==> src/rtl/cpu_ctrl_pkg.sv <==
// Shared state encoding and default sizes for the CPU run controller.
package cpu_ctrl_pkg;

  typedef enum logic [2:0] {
    IDLE  = 3'd0,
    RESET = 3'd1,
    LOAD  = 3'd2,
    RUN   = 3'd3,
    PAUSE = 3'd4,
    STEP  = 3'd5
  } run_state_t;

  localparam int DEF_CYCLES_PER_INSTR = 7;
  localparam int DEF_PC_W             = 11;
  localparam int SW_PC_W              = 10;

endpackage

==> src/rtl/cpu_run_ctrl_if.sv <==
// Board-facing bundle for cpu_run_ctrl: keys and switches in, CPU control and status out.
interface cpu_run_ctrl_if #(
  parameter int PC_W = cpu_ctrl_pkg::DEF_PC_W
);
  import cpu_ctrl_pkg::*;

  logic               key_start_n;
  logic               key_step_n;
  logic               sw_run_mode;
  logic [SW_PC_W-1:0] sw_start_pc;
  logic [PC_W-1:0]    start_pc;
  logic               cpu_rst_n;
  logic               cpu_en;
  logic [15:0]        instr_count;
  logic [2:0]         state_dbg;

  modport master (
    output key_start_n, key_step_n, sw_run_mode, sw_start_pc,
    input  start_pc, cpu_rst_n, cpu_en, instr_count, state_dbg
  );

  modport slave (
    input  key_start_n, key_step_n, sw_run_mode, sw_start_pc,
    output start_pc, cpu_rst_n, cpu_en, instr_count, state_dbg
  );

endinterface

==> src/rtl/cpu_run_ctrl_key_debounce.sv <==
// Two-flop synchronizer plus debounce counter for one active-low key; pulses once per accepted press.
module key_debounce #(
  parameter int DEBOUNCE_CYCLES = 500000
) (
  input  logic clk,
  input  logic rst,
  input  logic i_keyN,
  output logic o_press
);

  localparam int CNT_W = (DEBOUNCE_CYCLES > 1) ? $clog2(DEBOUNCE_CYCLES) : 1;
  localparam logic [CNT_W-1:0] CNT_LAST = CNT_W'(DEBOUNCE_CYCLES - 1);

  logic             r_sync1;
  logic             r_sync2;
  logic             r_level;
  logic             r_press;
  logic [CNT_W-1:0] r_cnt;

  // The level flips on the N-th consecutive cycle of disagreement; any agreeing cycle restarts the count.
  always_ff @(posedge clk) begin
    if (rst) begin
      r_sync1 <= 1'b1;
      r_sync2 <= 1'b1;
      r_level <= 1'b1;
      r_press <= 1'b0;
      r_cnt   <= '0;
    end else begin
      r_sync1 <= i_keyN;
      r_sync2 <= r_sync1;
      r_press <= 1'b0;
      if (r_sync2 != r_level) begin
        if (r_cnt == CNT_LAST) begin
          r_level <= r_sync2;
          r_cnt   <= '0;
          r_press <= ~r_sync2;
        end else begin
          r_cnt <= r_cnt + CNT_W'(1);
        end
      end else begin
        r_cnt <= '0;
      end
    end
  end

  assign o_press = r_press;

endmodule

==> src/rtl/cpu_run_ctrl.sv <==
// Run controller upstream of integrated_cpu: reset/load sequencing, free-run or single-step gating.
// Single stepping (PAUSE/STEP, step key, run-mode switch) exists only when CPU_SINGLE_STEP_EN is defined.
module cpu_run_ctrl
  import cpu_ctrl_pkg::*;
#(
  parameter int DEBOUNCE_CYCLES  = 500000,
  parameter int CYCLES_PER_INSTR = DEF_CYCLES_PER_INSTR,
  parameter int RST_CYCLES       = 2,
  parameter int LOAD_CYCLES      = 1,
  parameter int PC_W             = DEF_PC_W
) (
  input logic           clk,
  input logic           rst,
  cpu_run_ctrl_if.slave io_bus
);

  localparam int PH_W    = (CYCLES_PER_INSTR > 1) ? $clog2(CYCLES_PER_INSTR) : 1;
  localparam int SEQ_MAX = (RST_CYCLES > LOAD_CYCLES) ? RST_CYCLES : LOAD_CYCLES;
  localparam int SEQ_W   = $clog2(SEQ_MAX + 1);
  localparam logic [PH_W-1:0]  PH_LAST   = PH_W'(CYCLES_PER_INSTR - 1);
  localparam logic [SEQ_W-1:0] RST_LAST  = SEQ_W'(RST_CYCLES - 1);
  localparam logic [SEQ_W-1:0] LOAD_LAST = SEQ_W'(LOAD_CYCLES - 1);

  logic w_startPress;
  logic w_stepPress;
  logic w_runMode;

  key_debounce #(.DEBOUNCE_CYCLES(DEBOUNCE_CYCLES)) u_startKey (
    .clk     (clk),
    .rst     (rst),
    .i_keyN  (io_bus.key_start_n),
    .o_press (w_startPress)
  );

`ifdef CPU_SINGLE_STEP_EN
  key_debounce #(.DEBOUNCE_CYCLES(DEBOUNCE_CYCLES)) u_stepKey (
    .clk     (clk),
    .rst     (rst),
    .i_keyN  (io_bus.key_step_n),
    .o_press (w_stepPress)
  );
  assign w_runMode = io_bus.sw_run_mode;
`else
  // Without stepping the controller behaves as if free-run were always selected.
  logic w_unused;
  assign w_unused    = &{1'b0, io_bus.key_step_n, io_bus.sw_run_mode};
  assign w_stepPress = 1'b0;
  assign w_runMode   = 1'b1;
`endif

  run_state_t       r_state,  w_nextState;
  logic [PH_W-1:0]  r_phase,  w_nextPhase;
  logic [SEQ_W-1:0] r_seqCnt, w_nextSeq;
  logic [15:0]      r_instrCount, w_nextCount;
  logic [PC_W-1:0]  r_startPc,    w_nextPc;
  logic             r_cpuRstN;
  logic             r_cpuEn;

  always_comb begin
    w_nextState = r_state;
    w_nextPhase = r_phase;
    w_nextSeq   = r_seqCnt;
    w_nextCount = r_instrCount;
    w_nextPc    = r_startPc;
    if (w_startPress) begin
      w_nextState = RESET;
      w_nextPhase = '0;
      w_nextSeq   = '0;
      w_nextCount = '0;
      w_nextPc    = PC_W'(io_bus.sw_start_pc);
    end else begin
      case (r_state)
        IDLE: w_nextState = IDLE;
        RESET: begin
          if (r_seqCnt == RST_LAST) begin
            w_nextState = LOAD;
            w_nextSeq   = '0;
          end else begin
            w_nextSeq = r_seqCnt + SEQ_W'(1);
          end
        end
        LOAD: begin
          if (r_seqCnt == LOAD_LAST) begin
            w_nextState = w_runMode ? RUN : PAUSE;
            w_nextSeq   = '0;
          end else begin
            w_nextSeq = r_seqCnt + SEQ_W'(1);
          end
        end
        // Mode is only sampled at the last phase so an instruction is never cut short.
        RUN: begin
          if (r_phase == PH_LAST) begin
            w_nextPhase = '0;
            w_nextCount = r_instrCount + 16'd1;
            if (!w_runMode) w_nextState = PAUSE;
          end else begin
            w_nextPhase = r_phase + PH_W'(1);
          end
        end
        PAUSE: begin
          w_nextPhase = '0;
          if (w_stepPress)    w_nextState = STEP;
          else if (w_runMode) w_nextState = RUN;
        end
        STEP: begin
          if (r_phase == PH_LAST) begin
            w_nextPhase = '0;
            w_nextCount = r_instrCount + 16'd1;
            w_nextState = PAUSE;
          end else begin
            w_nextPhase = r_phase + PH_W'(1);
          end
        end
        default: w_nextState = IDLE;
      endcase
    end
  end

  // CPU controls are registered from the next state so they line up with state_dbg.
  always_ff @(posedge clk) begin
    if (rst) begin
      r_state      <= IDLE;
      r_phase      <= '0;
      r_seqCnt     <= '0;
      r_instrCount <= '0;
      r_startPc    <= '0;
      r_cpuRstN    <= 1'b0;
      r_cpuEn      <= 1'b0;
    end else begin
      r_state      <= w_nextState;
      r_phase      <= w_nextPhase;
      r_seqCnt     <= w_nextSeq;
      r_instrCount <= w_nextCount;
      r_startPc    <= w_nextPc;
      r_cpuRstN    <= !((w_nextState == IDLE) || (w_nextState == RESET));
      r_cpuEn      <= (w_nextState == LOAD) || (w_nextState == RUN) || (w_nextState == STEP);
    end
  end

  assign io_bus.start_pc    = r_startPc;
  assign io_bus.cpu_rst_n   = r_cpuRstN;
  assign io_bus.cpu_en      = r_cpuEn;
  assign io_bus.instr_count = r_instrCount;
  assign io_bus.state_dbg   = r_state;

endmodule

==> src/flat_wrapper.sv <==
// flat-port wrapper written by rule: the top's interface ports become plain ports
module cpu_run_ctrl_flat import cpu_ctrl_pkg::*;
#(
  parameter int DEBOUNCE_CYCLES  = 500000,
  parameter int CYCLES_PER_INSTR = DEF_CYCLES_PER_INSTR,
  parameter int RST_CYCLES       = 2,
  parameter int LOAD_CYCLES      = 1,
  parameter int PC_W             = DEF_PC_W
)
  (clk, rst, io_bus_key_start_n, io_bus_key_step_n, io_bus_sw_run_mode, io_bus_sw_start_pc, io_bus_start_pc, io_bus_cpu_rst_n, io_bus_cpu_en, io_bus_instr_count, io_bus_state_dbg);
  cpu_run_ctrl_if #(.PC_W(PC_W)) io_bus_i ();
  input logic clk;
  input logic rst;
  input wire logic [$bits(io_bus_i.key_start_n)-1:0] io_bus_key_start_n;
  input wire logic [$bits(io_bus_i.key_step_n)-1:0] io_bus_key_step_n;
  input wire logic [$bits(io_bus_i.sw_run_mode)-1:0] io_bus_sw_run_mode;
  input wire logic [$bits(io_bus_i.sw_start_pc)-1:0] io_bus_sw_start_pc;
  output wire logic [$bits(io_bus_i.start_pc)-1:0] io_bus_start_pc;
  output wire logic [$bits(io_bus_i.cpu_rst_n)-1:0] io_bus_cpu_rst_n;
  output wire logic [$bits(io_bus_i.cpu_en)-1:0] io_bus_cpu_en;
  output wire logic [$bits(io_bus_i.instr_count)-1:0] io_bus_instr_count;
  output wire logic [$bits(io_bus_i.state_dbg)-1:0] io_bus_state_dbg;
  assign io_bus_i.key_start_n = io_bus_key_start_n;
  assign io_bus_i.key_step_n = io_bus_key_step_n;
  assign io_bus_i.sw_run_mode = io_bus_sw_run_mode;
  assign io_bus_i.sw_start_pc = io_bus_sw_start_pc;
  assign io_bus_start_pc = io_bus_i.start_pc;
  assign io_bus_cpu_rst_n = io_bus_i.cpu_rst_n;
  assign io_bus_cpu_en = io_bus_i.cpu_en;
  assign io_bus_instr_count = io_bus_i.instr_count;
  assign io_bus_state_dbg = io_bus_i.state_dbg;
  cpu_run_ctrl #(.DEBOUNCE_CYCLES(DEBOUNCE_CYCLES), .CYCLES_PER_INSTR(CYCLES_PER_INSTR), .RST_CYCLES(RST_CYCLES), .LOAD_CYCLES(LOAD_CYCLES), .PC_W(PC_W)) u_core (.clk(clk), .rst(rst), .io_bus(io_bus_i));
endmodule
==> config.mk <==
export PLATFORM = sky130hd
export DESIGN_NAME = cpu_run_ctrl_flat
export DESIGN_NICKNAME = d
export VERILOG_FILES = /design/src/rtl/cpu_ctrl_pkg.sv /design/src/rtl/cpu_run_ctrl_if.sv /design/src/rtl/cpu_run_ctrl_key_debounce.sv /design/src/rtl/cpu_run_ctrl.sv /design/src/flat_wrapper.sv
export SDC_FILE = /design/constraint.sdc
export NUM_CORES = 1
export LEC_CHECK = 0
export ABC_AREA = 1
export BUFFER_PORTS_ARGS = -buffer_cell sky130_fd_sc_hd__buf_4
export CORE_ASPECT_RATIO = 0.75
export CORE_UTILIZATION = 49
export DETAILED_ROUTE_END_ITERATION = 8
export HOLD_SLACK_MARGIN = 0.06
export PLACE_DENSITY = 0.8
export SYNTH_ARGS = -nofsm -noshare
export SYNTH_HDL_FRONTEND = slang
export SYNTH_HIERARCHICAL = 1
export SYNTH_SLANG_ARGS = --single-unit
==> constraint.sdc <==
create_clock -name clk -period 3.4 [get_ports clk]
set_input_delay 0.68 -clock clk [delete_from_list [all_inputs] [get_ports clk]]
set_output_delay 0.68 -clock clk [all_outputs]
set_load 0.1 [all_outputs]
======== Word-level counts from Yosys, hierarchy flattened ========
Cells that the tools add are included.
cells by class
  eq/ne operators ......................... 13
  magnitude comparators ................... 0
  shifts and indexed selects .............. 0
  multipliers ............................. 0
  $add $sub $neg .......................... 4
  reduce and logical (&&, ||, !) cells .... 14
  muxes and demuxes ....................... 10
  bitwise operators ....................... 3
  divide/modulo/power cells ............... 0
operator list
  kind                                                  number
  adder 19 x 1 -> 19 bit (second input constant)        1
  equality test 19 bit (second input constant)          1
  adder 16 x 1 -> 16 bit (second input constant)        1
  two-way mux 3 bit                                     5
  case mux 3 bit (5 select lines)                       1
  equality test 3 x 2 -> 1 bit (second input constant)  4
  equality test 3 bit (second input constant)           4
  equality test 3 x 1 -> 1 bit (second input constant)  2
  case mux 3 bit (2 select lines)                       1
  OR reduction 3 bit                                    2
  two-way mux 2 bit                                     2
  case mux 2 bit (2 select lines)                       1
  AND reduction 2 bit                                   2
  nonzero test 2 bit                                    2
  OR reduction 2 bit                                    2
  adder 3 x 1 -> 3 bit (second input constant)          1
  logical NOT 3 bit                                     1
  logical OR 1 bit                                      3
  inverter 1 bit                                        3
  adder 2 x 1 -> 2 bit (second input constant)          1
  equality test 2 x 1 -> 1 bit (second input constant)  1
  logical NOT 2 bit                                     1
  logical NOT 1 bit                                     1
  != test 1 bit                                         1
word-level totals
  bits in registers ....................... 59
  memories kept ........................... 0
  RAM bits ................................ 0
  output and inout bits ................... 32
  bits in latches ......................... 0
  bits of input ports ..................... 15
  bits in read-only memories .............. 0
  logic and storage cells ................. 56

======== Depth between registers and ports, before layout ========
Gate-level depths: netlist (run 1).
  depth after elaboration ................. 7
  mapped depth ............................ 10
  gate-level depth less buffers ........... 9

======== By module ========
The synthesis (run 1) kept the hierarchy.
modules (own cells, without submodules)
  module        cells an instance  seq. area each (um^2)  area an instance (um^2)  times used
  cpu_run_ctrl  251                720.7                  1706.6                   1
  key_debounce  168                460.4                  1147.4                   1

======== Worst setup path before layout (run 1) ========
Ideal clock, no wire load.
  path kind ............................... flip-flop to flip-flop
  from .................................... register u_core.r_state[2], in the netlist u_core/io_bus.state_dbg[2]
  to ...................................... register u_core.r_instrCount[14], in the netlist u_core/io_bus.instr_count[14]
  data required time ...................... 3.273 ns
  buffers on the path ..................... 1
  library setup time ...................... 0.127 ns
  data arrival time ....................... 1.900 ns
  period minus slack after synthesis ...... 2.027 ns
  setup slack ............................. 1.373 ns
  stages on the path, launching flop included .. 9
  cell sequence ........................... dfxtp_1 nand3_2 nand2_2 nand2_2 buf_6 nor2_8 nand3_1 nand2_1 nor2_1
on the way
  longest elaborated chain between the ends .. 3
  elaborated cells on any way between the ends .. 4
  those cells by class .................... eq/ne (2); reduce/logical (2)
ends and longest elaborated chain
  item                                                                 RTL line             source
  start: declaration                                                   cpu_run_ctrl.sv:51   run_state_t r_state, w_nextState;
  start signal: assignment                                             cpu_run_ctrl.sv:130  r_state <= w_nextState;
  equality test 3 x 2 -> 1 bit or equality test 3 bit (tied branches)  cpu_run_ctrl.sv:72   case (r_state)
  OR reduction 2 bit (no line) *                                       -
  AND reduction 2 bit (no line) *                                      -
  end signal: assignment                                               cpu_run_ctrl.sv:133  r_instrCount <= w_nextCount;
  end: declaration                                                     cpu_run_ctrl.sv:54   logic [15:0] r_instrCount, w_nextCount;
Every way passes the cells marked *; elsewhere a longest branch is shown, timed or not.
A chain may end at the register's enable or synchronous reset.

======== Worst setup path after layout (run 1) ========
  from .................................... register u_core.r_instrCount[5], in the netlist u_core/io_bus.instr_count[5]
  to ...................................... output io_bus_instr_count[5]
RTL lines
  item              RTL line            source
  end: declaration  flat_wrapper.sv:21  output wire logic [$bits(io_bus_i.instr_count)-1:0] io_bus_instr_count;
No word-level cell between the ends.

==> results of run 1 <==
[routing by layer]
layer / routed length, um / global-route usage / up-vias
met2: 2678 / 0.3626 / 58
met4: 67 / 0.06048 / 0
li1: - / - / 1403
met1: 2958 / 0.2459 / 1203
met3: 365 / 0.08111 / 8
met5: 0 / 0 / -
[kinds of logic after synthesis]
logic type,after synthesis,synth area share
XOR/XNOR,11,0.03376
adder cells (fa/ha/maj),5,0.02192
flip-flops,59,0.4139
AO/OA/AOI/OAI,48,0.08900
other,1,0.001314
buffers and inverters,56,0.08023
AND/OR/NAND/NOR,239,0.3599
[cells in the mapped netlist]
cell type | count | area (um^2)
sky130_fd_sc_hd__a211oi_1 | 1 | 7.510
sky130_fd_sc_hd__a21oi_1 | 20 | 100.1
sky130_fd_sc_hd__a21oi_2 | 1 | 8.760
sky130_fd_sc_hd__a22oi_1 | 1 | 7.510
sky130_fd_sc_hd__a31oi_1 | 2 | 12.51
sky130_fd_sc_hd__buf_4 | 1 | 7.510
sky130_fd_sc_hd__buf_6 | 2 | 22.52
sky130_fd_sc_hd__clkbuf_1 | 4 | 15.01
sky130_fd_sc_hd__conb_1 | 1 | 3.750
sky130_fd_sc_hd__dfxtp_1 | 59 | 1181
sky130_fd_sc_hd__ha_1 | 5 | 62.56
sky130_fd_sc_hd__inv_1 | 47 | 176.4
sky130_fd_sc_hd__inv_2 | 2 | 7.510
sky130_fd_sc_hd__nand2_1 | 101 | 379.1
sky130_fd_sc_hd__nand2_2 | 4 | 25.02
sky130_fd_sc_hd__nand3_1 | 28 | 140.1
sky130_fd_sc_hd__nand3_2 | 3 | 30.03
sky130_fd_sc_hd__nand4_1 | 3 | 18.77
sky130_fd_sc_hd__nor2_1 | 88 | 330.3
sky130_fd_sc_hd__nor2_2 | 3 | 18.77
sky130_fd_sc_hd__nor2_4 | 3 | 33.78
sky130_fd_sc_hd__nor2_8 | 1 | 20.02
sky130_fd_sc_hd__o211ai_1 | 1 | 7.510
sky130_fd_sc_hd__o21ai_0 | 21 | 105.1
sky130_fd_sc_hd__o21ai_1 | 1 | 5.000
sky130_fd_sc_hd__or2_0 | 1 | 6.260
sky130_fd_sc_hd__or2_2 | 4 | 25.02
sky130_fd_sc_hd__xnor2_1 | 4 | 35.03
sky130_fd_sc_hd__xor2_1 | 7 | 61.31
[flip-flops by register name, summed over array words and instances (netlist names), 2 cells and up]
name                       cells
u_core/io_bus.state_dbg        3
u_core/u_startKey/r_cnt       19
u_core/io_bus.instr_count     16
u_core/r_phase                 3
u_core/io_bus.start_pc        10
u_core/r_seqCnt                2
[how the worst min path moves through the flow]
| stage | startpoint | end | slack, ns | cells past startpoint |
|---|---|---|---|---|
| global route | u_core/u_startKey/r_sync1$_SDFF_PP1_ | u_core/u_startKey/r_sync2$_SDFF_PP1_ | 0.45 | 1 |
| finish | u_core/u_startKey/r_sync1$_SDFF_PP1_ | u_core/u_startKey/r_sync2$_SDFF_PP1_ | 0.44 | 1 |
| CTS | u_core/u_startKey/r_sync1$_SDFF_PP1_ | u_core/u_startKey/r_sync2$_SDFF_PP1_ | 0.44 | 1 |
| global placement | u_core/u_startKey/r_sync1$_SDFF_PP1_ | u_core/u_startKey/r_sync2$_SDFF_PP1_ | 0.39 | 1 |
| floorplan | u_core/u_startKey/r_sync1$_SDFF_PP1_ | u_core/u_startKey/r_sync2$_SDFF_PP1_ | 0.39 | 1 |
| detailed placement | u_core/u_startKey/r_sync1$_SDFF_PP1_ | u_core/u_startKey/r_sync2$_SDFF_PP1_ | 0.42 | 1 |
[layout make-up]
| class | instances | area, um^2 |
|---|---|---|
| clock buffer | 11 | 141.4 |
| clock inverter | 5 | 100.1 |
| fill | 497 | 1993 |
| inverter | 49 | 183.9 |
| multi-input combinational | 304 | 1444 |
| sequential | 59 | 1181 |
| tap | 75 | 93.84 |
| timing repair buffer | 44 | 330.3 |
[worst register-to-register path: cells and delay by family, from the launching register on]
family / cells / cell delay, ns
buffers and inverters: 2 / 0.36
and+or+nand+nor: 5 / 0.68
AOI/OAI and AO/OA: 1 / 0.19
DFF: 1 / 0.33
[where the power goes]
part	switching, mW	total (mW)	leakage, nW	internal [mW]
Combinational	0.0870	0.119	0.868	0.0321
Clock	0.273	0.778	0.123	0.505
Sequential	0.00710	0.708	0.476	0.701
Total	0.367	1.60	1.47	1.24
[per-stage QoR]
stage	power, mW	area [um^2]
2_1_floorplan	0.8103	2854
3_3_place_gp	0.8384	3233
3_5_place_dp	0.8411	3233
4_1_cts	1.619	3475
5_1_grt	1.666	3475
6_report	1.605	3475
==> impl_metrics.tcl, run 1 <==
set metrics [dict create \
    worstPathRequired_ns 2.72 \
    timing.final.max_slew_violations 0 \
    critical_path.endpoint "io_bus_instr_count[5]" \
    cp_top_family "flip-flops" \
    setup.worst_path.end_class "output port" \
    max-clock-path-buffers 2 \
    max_freq_mhz 564.9 \
    final.setup_skew_ns 0.005855 \
    layout.cells.most_common_list "sky130_fd_sc_hd__nand2_1 (101), sky130_fd_sc_hd__nor2_1 (88), sky130_fd_sc_hd__dfxtp_1 (59)" \
    cts_hold_buffers 0 \
    cts.clk_slew.worst_paths_ns 0.07 \
    resize_count_post_cts 0 \
    number_of_global_route_vias_before_repair 2378 \
    cts.htree.levels 3 \
    timing.setup.tns_ns 0 \
    routabilityCongestion 0.8796 \
    worst_path_max_delay_cell "sky130_fd_sc_hd__dfxtp_1" \
    synthesis.instances 419 \
    row_count 23 \
    outcome "finished, final reports clean" \
    worst_path_fanout_max 5 \
    grt_overflow 0 \
    rr_endpoint "u_core/io_bus.instr_count[9]$_SDFFE_PP0P_" \
    floorplan.initialDensity 0.5220 \
    setup_viol_count_final 0 \
    grt_util_all_layers 0.2094 \
    setup.worst_path.start_class "flip-flop" \
    crit_cells 1 \
    grt_antenna_before_repair 0 \
    drt-initial-drc-count 155 \
    crit_path_max_incr_delay_ns 0.43 \
    start_point_of_the_critical_path "u_core/io_bus.instr_count[5]$_SDFFE_PP0P_" \
    place.detailed.instances 531 \
    port-buffer-count 43 \
    wl_um 6069 \
    fp.dieArea_um2 6137 \
    routed-via-count 2672 \
    worst-r2r-setup-slack_ns 1.74 \
    worstPathCellList "buf_4" \
    final_util 0.6355 \
    post-cts-setup-buffers 0 \
    floorplan.die.width_um 90.13 \
    post-route-period-util 0.5206 \
    layout_commonest_cell "sky130_fd_sc_hd__nand2_1" \
    finalWorstPathRequiredPeriod_ns 1.770 \
    postSynthRegisterBits 59 \
    rr_worst_depth 8 \
    post_route_cells_drive_above_1_share 0.1695 \
    drt-vias-per-instance 4.885 \
    hold_viol_final 0 \
    worstPathArrival_ns 1.09 \
    layout-area-overhead-vs-synth_pct 21.74 \
    tritoncts "built" \
    drt.antenna.violating_nets 0 \
    finalNonFillerCells 547 \
    synth_fp_nets 439 \
    antenna_cells_inserted 0 \
    wire_length_of_the_first_global_routing_pass_um 10080 \
    dp_hpwl_um 4379 \
    synth.yosys.seq_area_share 0.4139 \
    synth.avg_cell_area_um2 6.811 \
    max-cap-violations 0 \
    final.hold.worst_slack_ns 0.4375 \
    num_io_pins 47 \
    grt_max_degree 16 \
    grt_setup_unrepaired "no" \
    synth_cell_types 29 \
    setup_slack_ns 1.630 \
    drt_drc_violations_left 0 \
    ctsRootBufferMaster "sky130_fd_sc_hd__clkbuf_8" \
    clock_latency_ns 0.34 \
    wire_per_inst_um 11.10 \
    hold_class "reg -> reg" \
    timing.setup.critical_path_class "reg -> out" \
    critical_path.n_buffers_inverters 1 \
    p_leak_nw 1.467 \
    total_nets_final 487 \
    drt_pre_antenna_iters 4 \
    design.core.area_um2 5468 \
    die_y_um 68.10 \
    crit-reg2reg-launch "u_core/io_bus.state_dbg[1]$_SDFF_PP0_" \
    power_density_nw_per_um2 461.8 \
    synth.cell_area_um2 2854 \
    yosys_warnings 6 \
    peak_supply_drop_uv 305.1 \
    placement.setup.worst_slack_ns 1.721 \
    cts_made_buffers 9 \
    numClockSinks 59 \
]
Note: power is estimated with default switching activity, not from simulation.
==> inputs of run 2 (changes only) <==
- ABC_AREA: 1 -> 0
- PLACE_DENSITY: 0.8 -> 0.83
- clock period: 3.4 -> 1.51 ns (I/O delays scaled with it)
==> impl_metrics.tcl, run 2 <==
set metrics [dict create \
    outcome "finished with violations" \
    failed_checks "negative setup slack" \
    wire_per_inst_um 14.05 \
    cell_with_the_most_instances_after_synthesis "sky130_fd_sc_hd__dfxtp_1" \
    wire_length_of_the_first_global_routing_pass_um 10830 \
    power_density_nw_per_um2 791.8 \
    synthMuxAreaShare 0.04143 \
    timing.setup.critical_path_class "reg -> reg" \
    post_synth_main_area_contributors "sky130_fd_sc_hd__dfxtp_1 (44%), sky130_fd_sc_hd__nor2_1 (6.5%), sky130_fd_sc_hd__xnor2_1 (4.9%), sky130_fd_sc_hd__mux2i_1 (4.1%), sky130_fd_sc_hd__a21oi_1 (3.6%)" \
    max-clock-path-buffers 2 \
    synth_flop_cell "sky130_fd_sc_hd__dfxtp_1" \
    routabilityCongestion 0.8587 \
    grt_max_degree 17 \
    post_route_cells_drive_above_1_share 0.4300 \
    antenna_cells_inserted 0 \
    synth_enable_flop_cells 0 \
    rr_worst_depth 5 \
    layout_commonest_cell "sky130_fd_sc_hd__buf_4" \
    hold_viol_final 0 \
    grt_setup_unrepaired "yes" \
    wl_um 6732 \
    synth_adder_area_share 0.02354 \
    die_y_um 65.78 \
    synth_top_cells_by_count "sky130_fd_sc_hd__dfxtp_1 (59), sky130_fd_sc_hd__nor2_1 (46), sky130_fd_sc_hd__a21oi_1 (19), sky130_fd_sc_hd__nand2_1 (15), sky130_fd_sc_hd__xnor2_1 (15)" \
    design.core.area_um2 5065 \
    finalWorstPathRequiredPeriod_ns 1.821 \
    clock_latency_ns 0.35 \
    hold_class "in -> reg" \
    final-seq-area_um2 1247 \
    postSynthRegisterBits 59 \
    p_leak_nw 1.484 \
    ys_async_rst_share 0 \
    max-cap-violations 0 \
    cts.htree.levels 3 \
    final_util 0.7653 \
    peak_supply_drop_uv 784.3 \
    synth_top_family_by_area "simple AND/OR/NAND/NOR gates" \
    drt_drc_violations_left 0 \
    cts_hold_buffers 0 \
    drt-initial-drc-count 150 \
    tritoncts "built" \
    ctsRootBufferMaster "sky130_fd_sc_hd__clkbuf_8" \
    synth_cell_types 47 \
    floorplan.die.width_um 87.04 \
    grt_overflow 0 \
    setup.worst_path.start_class "flip-flop" \
    layout.cell_area.non_filler_um2 3876 \
    crit_path_max_incr_delay_ns 0.51 \
    synth.largest_area_cell "sky130_fd_sc_hd__dfxtp_1" \
    compound_cell_area_share_of_the_yosys_netlist 0.1026 \
    number_of_global_route_vias_before_repair 2422 \
    yosys_warnings 6 \
    largest_reg_flops 19 \
    total_nets_final 422 \
    drt_pre_antenna_iters 5 \
    numClockSinks 59 \
    timing.setup.tns_ns -6.413 \
    grt_util_all_layers 0.2509 \
    floorplan.initialDensity 0.5247 \
    worstPathCellList "or4b_1 -> or4_4 -> o21ai_4 -> buf_6 -> nor2_1" \
    synth.yosys.seq_area_share 0.4444 \
    synth.cell_area_um2 2658 \
    max_freq_mhz 549.3 \
    synth_simple_gate_area_share 0.2684 \
    critical_path.n_buffers_inverters 1 \
    worstPathArrival_ns 2.06 \
    filler_cell_count 363 \
    num_io_pins 47 \
    multi_input_comb_area_um2 1503 \
    worst_path_max_delay_cell "sky130_fd_sc_hd__or4b_1" \
    worst_path_fanout_max 8 \
    worst_hold_path.num_cells 2 \
    synth_fp_nets 322 \
    routed-via-count 2627 \
    drt-vias-per-instance 5.484 \
    yosys.area_share.xor_xnor 0.07533 \
    final.setup_skew_ns 0.008675 \
    setup.worst_path.end_class "flip-flop" \
    detailed_place.area_um2 3526 \
    grt_antenna_before_repair 0 \
    dp_hpwl_um 4584 \
    fp.dieArea_um2 5725 \
    row_count 22 \
    setup_slack_ns -0.3105 \
    drt.antenna.violating_nets 0 \
    layout.cells.most_common_list "sky130_fd_sc_hd__buf_4 (93), sky130_fd_sc_hd__nor2_1 (43), sky130_fd_sc_hd__dfxtp_1 (34)" \
    cp_top_family "simple AND/OR/NAND/NOR gates" \
    post-route-period-util 1.206 \
    yosys_top_cell_area_share 0.4444 \
    crit_cells 5 \
    synthesis.instances 302 \
    port-buffer-count 43 \
    layout-area-overhead-vs-synth_pct 45.86 \
    synth.avg_cell_area_um2 8.800 \
    cts.clk_slew.worst_paths_ns 0.07 \
    cts_made_buffers 9 \
    worstPathRequired_ns 1.75 \
    setup_viol_count_final 24 \
    regMostFlops "u_core/u_startKey/r_cnt" \
    timing.final.max_slew_violations 0 \
]
[run 2: changes by cell type after synthesis, moves of 4 or more]
cell,before,now
sky130_fd_sc_hd__nand4_1,3,8
sky130_fd_sc_hd__nor2_1,88,46
sky130_fd_sc_hd__nand3_1,28,13
sky130_fd_sc_hd__or4_1,0,8
sky130_fd_sc_hd__nor4_1,0,7
sky130_fd_sc_hd__xnor2_1,4,15
sky130_fd_sc_hd__nand2_2,4,0
sky130_fd_sc_hd__mux2i_1,0,11
sky130_fd_sc_hd__o21ai_0,21,10
sky130_fd_sc_hd__o31ai_1,0,5
sky130_fd_sc_hd__or3_1,0,6
sky130_fd_sc_hd__nand2_1,101,15
sky130_fd_sc_hd__inv_1,47,14
sky130_fd_sc_hd__nor3_1,0,8
[run 2: worst paths after layout]
path,start,to,slack [ns]
min,io_bus_key_start_n,u_core/u_startKey/r_sync1$_SDFF_PP1_,0.13
max,u_core/u_startKey/r_cnt[12]$_SDFF_PP0_,u_core/u_startKey/r_cnt[14]$_SDFF_PP0_,-0.31
max reg2reg,u_core/u_startKey/r_cnt[12]$_SDFF_PP0_,u_core/u_startKey/r_cnt[14]$_SDFF_PP0_,-0.31
min reg2reg,u_core/u_startKey/r_sync1$_SDFF_PP1_,u_core/u_startKey/r_sync2$_SDFF_PP1_,0.42
[run 2: metal layers]
layer | global-route usage | part of all wire | up-vias
li1 | - | - | 1263
met3 | 0.08614 | 0.064 | 12
met2 | 0.4154 | 0.48 | 94
met1 | 0.2993 | 0.44 | 1258
met4 | 0.1000 | 0.018 | 0
met5 | 0 | 0 | -
[run 2: cell type report]
class                           instances  area share
Tap cell                               72     0.02324
Sequential cell                        59      0.3218
Clock inverter                          7     0.01904
Inverter                               14     0.01356
Clock buffer                            9     0.03196
Timing Repair Buffer                  101      0.2027
Multi-Input combinational cell        217      0.3877
[run 2: cell families (layout without fill, tap and decap cells)]
family                     after synthesis  in the layout
and+or+nand+nor                        134            134
muxes                                   11             11
AOI/OAI and AO/OA                       44             44
adders and majority gates                5              5
buffers and inverters                   26            131
xor gates and xnor gates                22             22
other                                    1              1
DFF                                     59             59
[run 2: where the power goes]
group / switching (mW) / internal, mW / total [mW]
clock network: 0.687 / 0.774 / 1.46
logic: 0.0416 / 0.0324 / 0.0740
registers: 0.00169 / 1.53 / 1.53
[run 2: repair_timing]
item,CTS,global route
endpoints found under the setup margin,27,30
cloned,0,0
resized for setup,17,17
pin swaps,4,4
buffers inserted,1,4
endpoints found under the hold margin,0,0
[run 2: through the flow]
step	hold slack (ns)	worst slack (ns)	std cells	total power, mW
after detailed placement	0.4041	-0.2870	458	1.641
after CTS	0.1211	-0.2845	475	3.096
after global routing	0.1206	-0.3607	479	3.182
after global placement	0.3918	-0.2517	458	1.639
final	0.1344	-0.3105	479	3.069
after floorplan	0.3744	-0.3266	302	1.606
==> inputs of run 3 (changes only) <==
- CORE_UTILIZATION: 49 -> 50
- PLACE_DENSITY: 0.83 -> 0.84
==> impl_metrics.tcl, run 3 (synthesis results as in run 2) <==
set metrics [dict create \
    peak_supply_drop_uv 661.5 \
    ctsRootBufferMaster "sky130_fd_sc_hd__clkbuf_8" \
    antenna_cells_inserted 0 \
    drt_pre_antenna_iters 4 \
    cts.htree.levels 3 \
    detailed_place.area_um2 3496 \
    worstPathCellList "or4b_4 -> or4_4 -> o21ai_4 -> buf_6 -> a21oi_1" \
    routed-via-count 2578 \
    worstPathRequired_ns 1.73 \
    worstPathArrival_ns 2.03 \
    timing.final.max_slew_violations 0 \
    timing.setup.critical_path_class "reg -> reg" \
    setup.worst_path.start_class "flip-flop" \
    worst_path_fanout_max 9 \
    max_freq_mhz 553.2 \
    floorplan.die.width_um 86.19 \
    port-buffer-count 43 \
    drt_drc_violations_left 0 \
    number_of_global_route_vias_before_repair 2550 \
    layout.cell_area.non_filler_um2 3871 \
    grt_util_met1 0.3136 \
    worst_path_max_delay_cell "sky130_fd_sc_hd__or4b_4" \
    wire_per_inst_um 14.26 \
    num_io_pins 47 \
    total_nets_final 419 \
    drt-initial-drc-count 181 \
    report.power.total_mw 3.045 \
    grt_use_met2 0.4127 \
    critical_path.n_buffers_inverters 1 \
    dp_hpwl_um 4606 \
    layout-area-overhead-vs-synth_pct 45.67 \
    grt_setup_unrepaired "yes" \
    failed_checks "negative setup slack" \
    grt_antenna_before_repair 0 \
    setup_viol_count_final 26 \
    crit_path_max_incr_delay_ns 0.51 \
    finalWorstPathRequiredPeriod_ns 1.808 \
    layout.cells.most_common_list "sky130_fd_sc_hd__buf_4 (89), sky130_fd_sc_hd__nor2_1 (45), sky130_fd_sc_hd__dfxtp_1 (34)" \
    grtUsageMet3 0.08920 \
    post_route_cells_drive_above_1_share 0.4356 \
    largest_reg_flops 19 \
    die_y_um 65.14 \
    grt_overflow 0 \
    max-cap-violations 0 \
    cp_top_family "simple AND/OR/NAND/NOR gates" \
    wl_um 6787 \
    post-route-period-util 1.197 \
    grt_util_all_layers 0.2588 \
    regMostFlops "u_core/u_startKey/r_cnt" \
    hold_class "in -> reg" \
    clock_latency_ns 0.34 \
    setup.worst_path.end_class "flip-flop" \
    design.core.area_um2 5010 \
    floorplan.initialDensity 0.5305 \
    outcome "finished with violations" \
    drt.antenna.violating_nets 0 \
    setup_slack_ns -0.2978 \
    power_density_nw_per_um2 786.5 \
    fp.dieArea_um2 5614 \
    drt-vias-per-instance 5.416 \
    wire_length_of_the_first_global_routing_pass_um 11250 \
    cts_made_buffers 9 \
    max-clock-path-buffers 2 \
    layer_with_the_highest_usage "met2" \
    grt_max_degree 19 \
    routabilityCongestion 0.8449 \
    row_count 22 \
    cts.clk_slew.worst_paths_ns 0.07 \
    tritoncts "built" \
    hold_viol_final 0 \
    numClockSinks 59 \
    p_leak_nw 1.485 \
    final.setup_skew_ns 0.006460 \
    layout_commonest_cell "sky130_fd_sc_hd__buf_4" \
]
## run 3: per-stage QoR
step | cells | hold WS [ns] | util | TNS (ns) | setup slack, ns
6_report | 476 | 0.1554 | 0.7727 | -5.845 | -0.2978
5_1_grt | 476 | 0.1380 | 0.7727 | -7.491 | -0.3544
4_1_cts | 475 | 0.1384 | 0.7557 | -5.556 | -0.2705
3_5_place_dp | 454 | 0.4134 | 0.6978 | -5.730 | -0.2714
3_3_place_gp | 454 | 0.3937 | 0.6978 | -4.901 | -0.2420
2_1_floorplan | 302 | 0.3744 | - | -7.404 | -0.3266
## run 3: worst reg2reg max path: cells and delay by family (launching register included)
kind | cells | cell delay, ns
simple gates | 2 | 0.96
flops | 1 | 0.32
compound gates | 2 | 0.25
buf+inv | 1 | 0.16
## run 3: repair_timing
item | CTS | global route
pin swaps | 4 | 3
resized for setup | 16 | 22
hold buffers | 0 | 0
buffers inserted | 4 | 1
endpoints found under the setup margin | 30 | 34
gates cloned | 1 | 0
## run 3: area by class of cell
class,count,area (um^2)
well taps,72,90.09
multi-input cells,217,1516
inverters,14,52.55
clock buffers,9,123.9
clock inverters,7,73.82
repair buffers,98,767.0
flip-flops and latches,59,1247
fillers,339,1139
## run 3: path summary, 6_finish.rpt
| check | start | endpoint | slack (ns) | cells past startpoint |
|---|---|---|---|---|
| worst max-delay path | u_core/u_startKey/r_cnt[12]$_SDFF_PP0_ | u_core/u_startKey/r_cnt[17]$_SDFF_PP0_ | -0.30 | 5 |
| worst min register to register | u_core/u_startKey/r_sync1$_SDFF_PP1_ | u_core/u_startKey/r_sync2$_SDFF_PP1_ | 0.43 | 1 |
| worst min-delay path | io_bus_key_start_n | u_core/u_startKey/r_sync1$_SDFF_PP1_ | 0.16 | 2 |
| worst max register to register | u_core/u_startKey/r_cnt[12]$_SDFF_PP0_ | u_core/u_startKey/r_cnt[17]$_SDFF_PP0_ | -0.30 | 5 |
## run 3: routing by layer
layer  up-vias  share of wire
li1       1259              -
met4         0          0.022
met5         -              0
met3        19          0.052
met1      1218           0.44
met2        82           0.49
## run 3: where the power goes
group	internal, mW	switching [mW]	leakage, nW
combinational	0.0306	0.0404	0.887
sequential	1.53	0.00185	0.493
clock	0.774	0.665	0.105
total	2.34	0.707	1.48
